### src/rtl/full_adder_core.sv
// full_adder_core: ripple-carry adder slice with registered sum, carry, overflow and zero flags
module full_adder_core #(
    parameter int WIDTH = 1
) (
    input  logic             clk,
    input  logic             rst_n,
    input  logic             in_valid,
    input  logic [WIDTH-1:0] a,
    input  logic [WIDTH-1:0] b,
    input  logic             c_in,
    output logic [WIDTH-1:0] s,
    output logic             c_out,
    output logic             out_valid,
    output logic             overflow,
    output logic             zero
);
    logic [WIDTH:0]   carry;
    logic [WIDTH-1:0] sum;
    logic [WIDTH-1:0] s_d, s_q;
    logic             c_out_d, c_out_q;
    logic             out_valid_d, out_valid_q;
    logic             overflow_d, overflow_q;
    logic             zero_d, zero_q;

    assign carry[0] = c_in;

    for (genvar i = 0; i < WIDTH; i++) begin : g_cell
        assign sum[i]     = a[i] ^ b[i] ^ carry[i];
        assign carry[i+1] = (a[i] & b[i]) | (a[i] & carry[i]) | (b[i] & carry[i]);
    end

    // Idle cycles hold the last result so operands are don't-care while in_valid is low
    always_comb begin
        s_d         = in_valid ? sum : s_q;
        c_out_d     = in_valid ? carry[WIDTH] : c_out_q;
        overflow_d  = in_valid ? (a[WIDTH-1] == b[WIDTH-1]) && (sum[WIDTH-1] != a[WIDTH-1]) : overflow_q;
        zero_d      = in_valid ? (sum == '0) : zero_q;
        out_valid_d = in_valid;
    end

    always_ff @(posedge clk) begin
        if (!rst_n) begin
            s_q         <= '0;
            c_out_q     <= 1'b0;
            out_valid_q <= 1'b0;
            overflow_q  <= 1'b0;
            zero_q      <= 1'b0;
        end else begin
            s_q         <= s_d;
            c_out_q     <= c_out_d;
            out_valid_q <= out_valid_d;
            overflow_q  <= overflow_d;
            zero_q      <= zero_d;
        end
    end

    assign s         = s_q;
    assign c_out     = c_out_q;
    assign out_valid = out_valid_q;
    assign overflow  = overflow_q;
    assign zero      = zero_q;
endmodule

### config.mk
export PLATFORM = sky130hd
export DESIGN_NAME = full_adder_core
export DESIGN_NICKNAME = d
export VERILOG_FILES = /design/src/rtl/full_adder_core.sv
export SDC_FILE = /design/constraint.sdc
export NUM_CORES = 1
export LEC_CHECK = 0
export ABC_AREA = 1
export CAP_MARGIN = 20
export CORE_AREA = 2 2 39 41
export DETAILED_ROUTE_END_ITERATION = 16
export DIE_AREA = 0 0 41 43
export GPL_TIMING_DRIVEN = 0
export REMOVE_ABC_BUFFERS = 1
export SYNTH_ARGS = -nofsm -noshare
export SYNTH_HDL_FRONTEND = slang
export SYNTH_SLANG_ARGS = --single-unit
### constraint.sdc
create_clock -name clk -period 1.7 [get_ports clk]
set_input_delay 0.17 -clock clk [delete_from_list [all_inputs] [get_ports clk]]
set_output_delay 0.17 -clock clk [all_outputs]
set_load 0.01 [all_outputs]
# After elaboration in Yosys (flattened, before gate mapping)
# Cells that the tools add are included.
dict set report word_totals {
  register_bits 5
  input_bits 6
  output_inout_bits 5
  word_cells 16
}
dict set report classes {
  n_eq_ne 2
  n_bitwise 8
  reduce_logical 1
}
# cell count
set ops {}
lappend ops {{$and 1x1->1} 3}
lappend ops {{$or 1x1->1} 2}
lappend ops {{$xor 1x1->1} 2}
lappend ops {{$eq 1x1->1} 1}
lappend ops {{$logic_and 1x1->1} 1}
lappend ops {{$ne 1x1->1} 1}
lappend ops {{$not 1->1} 1}

# Longest topological paths before layout
dict set report depth {
  ltp_word 4
  mapped_depth 6
  ltp_nobuf 6
}

# Worst setup path after synthesis
# Ideal clock, no wire load.
dict set report synth_path {
  path_kind {input-to-reg}
  startpoint {input port a}
  endpoint {register overflow_q (netlist: overflow)}
  setup_time_ns 0.070
  arrival_time_ns 1.036
  t_required_ns 1.630
  slack_ns 0.595
  stages 6
  path_buffers 0
  cell_sequence {inv_1 fa_1 inv_1 nand2_1 nand3_1 a21oi_1}
}
dict set report synth_via {
  elab_chain_cells 4
  word_cells_on_any_way 5
  cone_classes {eq/ne: 2; bitwise: 2; reduce/logical: 1}
}
# element line_no
set synth_lines {}
lappend synth_lines {{start: declaration} 8} ;# input logic [WIDTH-1:0] a,
lappend synth_lines {{$xor 1x1->1 (2 in a row)} 28} ;# assign sum[i] = a[i] ^ b[i] ^ carry[i];
lappend synth_lines {{$ne 1x1->1} 36} ;# overflow_d = in_valid ? (a[WIDTH-1] == b[WIDTH-1]) && (sum[WIDTH-1] != a[WIDTH-1]) : overflow_q;
lappend synth_lines {{$logic_and 1x1->1 (*)} 36}
lappend synth_lines {{end signal: assignment} 52} ;# overflow_q <= overflow_d;
lappend synth_lines {{end: declaration} 22} ;# logic overflow_d, overflow_q;
# Every way passes the cells marked *; elsewhere a longest branch is shown, timed or not.
# A chain may end at the register's enable or synchronous reset.

# Worst setup path after layout
# Same ends and word-level chain as after synthesis.

==> impl_metrics.json <==
{
  "final_max_slew_viol_count": 0,
  "synth_top_cells_by_count": "sky130_fd_sc_hd__inv_1, sky130_fd_sc_hd__dfxtp_1, sky130_fd_sc_hd__nand2_1",
  "finalSetupViolCount": 0,
  "worstHoldStart": "zero$_SDFFE_PN0P_",
  "cts_setup_buffers": 0,
  "share_seq_of_total_power": 0.404,
  "grtUsageTotal": 0.0693,
  "dieWidth_um": 41,
  "worst_hold_path.num_cells": 2,
  "syn_area_um2": 228,
  "crit_required_ns": 1.86,
  "fp.coreArea_mm2": 0.00138,
  "post-route-drc-count": 0,
  "fp.dieArea_mm2": 0.00176,
  "power_uw": 324,
  "crit_top_cell": "sky130_fd_sc_hd__inv_1",
  "hold_path.class": "reg -> reg",
  "synth.yosys.warnings": 0,
  "finalCritPeriodShare": 0.889,
  "synth_edf_count": 0,
  "f_max_mhz": 662,
  "finalCriticalPeriod_ns": 1.51,
  "synth_top_cells_by_area": "sky130_fd_sc_hd__dfxtp_1, sky130_fd_sc_hd__inv_1, sky130_fd_sc_hd__fa_1",
  "run_status": "finished, final reports clean",
  "power.density_mw_per_mm2": 883,
  "h_tree_levels": 1,
  "slew_headroom": 0.822,
  "postSynthCellCount": 28,
  "setup.worst_path.end_class": "flip-flop",
  "crit-reg2reg-launch": "overflow$_SDFFE_PN0P_",
  "num-fill-cells": 167,
  "power_switching_uw": 72.6,
  "area.sequential_um2": 100,
  "dp_slack_ns": -0.0509,
  "gr-total-overflow": 0,
  "grt_start_max_net_pins": 10,
  "rr_worst_depth": 2,
  "cp_max_fo": 4,
  "timing.max_cap.violations": 0,
  "worst_clock_skew_ns": 0,
  "number_of_global_route_vias_before_repair": 215,
  "number_of_gates_resized_after_cts": 0,
  "placement.io_buffers": 10,
  "route.final.wire_length_um": 459,
  "synth_top_area_cell": "sky130_fd_sc_hd__dfxtp_1",
  "area_of_the_multi_input_gates_um2": 93.8,
  "worstSkewPairLatency_ns": 0.23,
  "dpl_cells": 53,
  "instances_no_fill": 57,
  "total_leakage_power_nw": 0.172,
  "final_nets": 50,
  "floorplan.io_pins": 11,
  "timing_hold_violations_final": 0,
  "clock_tree.root_cell": "sky130_fd_sc_hd__clkbuf_4",
  "post_dp_cell_area_um2": 340,
  "synth_most_common_cell": "sky130_fd_sc_hd__inv_1",
  "pwr-share-comb": 0.197,
  "swShare": 0.224,
  "initial_core_util": 0.165,
  "synth.ff_latch_count": 5,
  "wire_per_inst_um": 8.05,
  "ff2ff_setup_slack_ns": 1.05,
  "antenna_found_initial": 0,
  "postLayoutSetupSlackWorst_ns": 0.189,
  "holdWs_ns": 0.462,
  "setup.worst_path.start_class": "input pin",
  "dominantRegCellSynth": "sky130_fd_sc_hd__dfxtp_1",
  "cts_hold_buffers": 0,
  "num_rows": 14,
  "vdd_ir_drop_max_mv": 0.336,
  "worstSetupPathType": "in -> reg",
  "tritoncts_clock_tree": "yes",
  "antenna_violating_nets_post_route": 0,
  "first_iter_violations": 5,
  "cts_buffers": 3,
  "critical_path.reg2reg.endpoint": "overflow$_SDFFE_PN0P_",
  "route.vias.total": 210,
  "cts_num_sinks": 5,
  "internal_power_uw": 251,
  "finalCoreUtilization": 0.265,
  "finish.instance_area_um2": 367,
  "pwr-share-clk": 0.399,
  "timing.critical_path.slowest_cell_delay_ns": 0.60,
  "wire_length_of_the_first_global_routing_pass_um": 765,
  "setup_total_negative_slack_ns": 0,
  "dpl.hpwl_um": 376,
  "timing.hold.worst_endpoint": "zero$_SDFFE_PN0P_",
  "finalWeightedCongestion": 0.678,
  "synth-seq-area-share": 0.440,
  "die_h_um": 43,
  "drt_pre_antenna_iters": 4,
  "cts_max_path_buffers": 2,
  "via_per_inst": 3.68,
  "path_cells": "clkdlybuf4s50_1, inv_1, fa_1, inv_1, nand2_1, nand3_1, a21oi_1",
  "rsz0062_at_grt": "no",
  "slowest_stage": "sky130_fd_sc_hd__fa_1",
  "max_slew.worst_pin.slew_ns": 0.266,
  "cp_data_arrival_time_ns": 1.67,
  "clk_pin_slew_worst_paths_ns": 0.04,
  "synth_area_per_cell_um2": 8.13,
  "antenna_cells_inserted": 0,
  "synth.top_cell.area_share": 0.440,
  "synthToLayoutAreaGrowth_pct": 61.0,
  "synth_cell_types": 10,
  "postSynth.asyncResetShare": 0,
  "drive_above_1_share": 0.0732
}
cell usage in the layout, fill, tap and decap left out:
master,instances
sky130_fd_sc_hd__a21boi_1,1
sky130_fd_sc_hd__a21oi_1,3
sky130_fd_sc_hd__clkbuf_1,1
sky130_fd_sc_hd__clkbuf_4,3
sky130_fd_sc_hd__clkdlybuf4s50_1,10
sky130_fd_sc_hd__dfxtp_1,5
sky130_fd_sc_hd__fa_1,1
sky130_fd_sc_hd__ha_1,1
sky130_fd_sc_hd__inv_1,7
sky130_fd_sc_hd__nand2_1,5
sky130_fd_sc_hd__nand3_1,1
sky130_fd_sc_hd__o21ai_0,3
flip-flops by register name (all words and copies together) (netlist names):
signal	cells
c_out	1
s	1
zero	1
overflow	1
out_valid	1
logic make-up (layout without fill, tap and decap cells):
group / count (synthesis) / in the layout / synth area share
adder cells (fa/ha/maj): 2 / 2 / 0.143
AO/OA/AOI/OAI: 7 / 7 / 0.165
buffers and inverters: 8 / 21 / 0.148
AND/OR/NAND/NOR: 6 / 6 / 0.104
flip-flops: 5 / 5 / 0.440
power by group through the flow:
| stage | Sequential [mW] | Clock (mW) | Combinational, mW |
|---|---|---|---|
| floorplan | 0.137 | 0 | 0.0230 |
| global placement | 0.133 | 0 | 0.0636 |
| detailed placement | 0.133 | 0 | 0.0649 |
| CTS | 0.131 | 0.136 | 0.0653 |
| global route | 0.132 | 0.144 | 0.0705 |
| finish | 0.131 | 0.129 | 0.0638 |
how the worst max path moves through the flow:
stage                     startpoint               endpoint  slack (ns)
final                              a  overflow$_SDFFE_PN0P_        0.19
after detailed placement           a  overflow$_SDFFE_PN0P_       -0.05
after CTS                          a  overflow$_SDFFE_PN0P_        0.16
after global placement             a  overflow$_SDFFE_PN0P_       -0.02
after global routing               a  overflow$_SDFFE_PN0P_        0.12
after floorplan                    a  overflow$_SDFFE_PN0P_        0.59
worst max-delay path, delay by kind of cell:
family,cells,cell delay [ns]
AND/OR/NAND/NOR,2,0.11
buffers and inverters,3,0.65
adder cells (fa/ha/maj),1,0.60
AO/OA/AOI/OAI,1,0.14
metal layers:
metal	up-vias	share of wire	GRT usage	wire length, um
met5	-	0	0	0
met4	0	0	0.0400	0
met3	0	0.087	0.0576	40
met2	5	0.49	0.103	227
met1	94	0.42	0.0613	191
li1	111	-	-	-
area by class of cell:
cell class | instances | area share
Clock buffer | 4 | 0.0717
Inverter | 7 | 0.0717
Multi-Input combinational cell | 15 | 0.256
Sequential cell | 5 | 0.273
Tap cell | 16 | 0.0546
Timing Repair Buffer | 10 | 0.273
(Power assumes the default switching activity.)
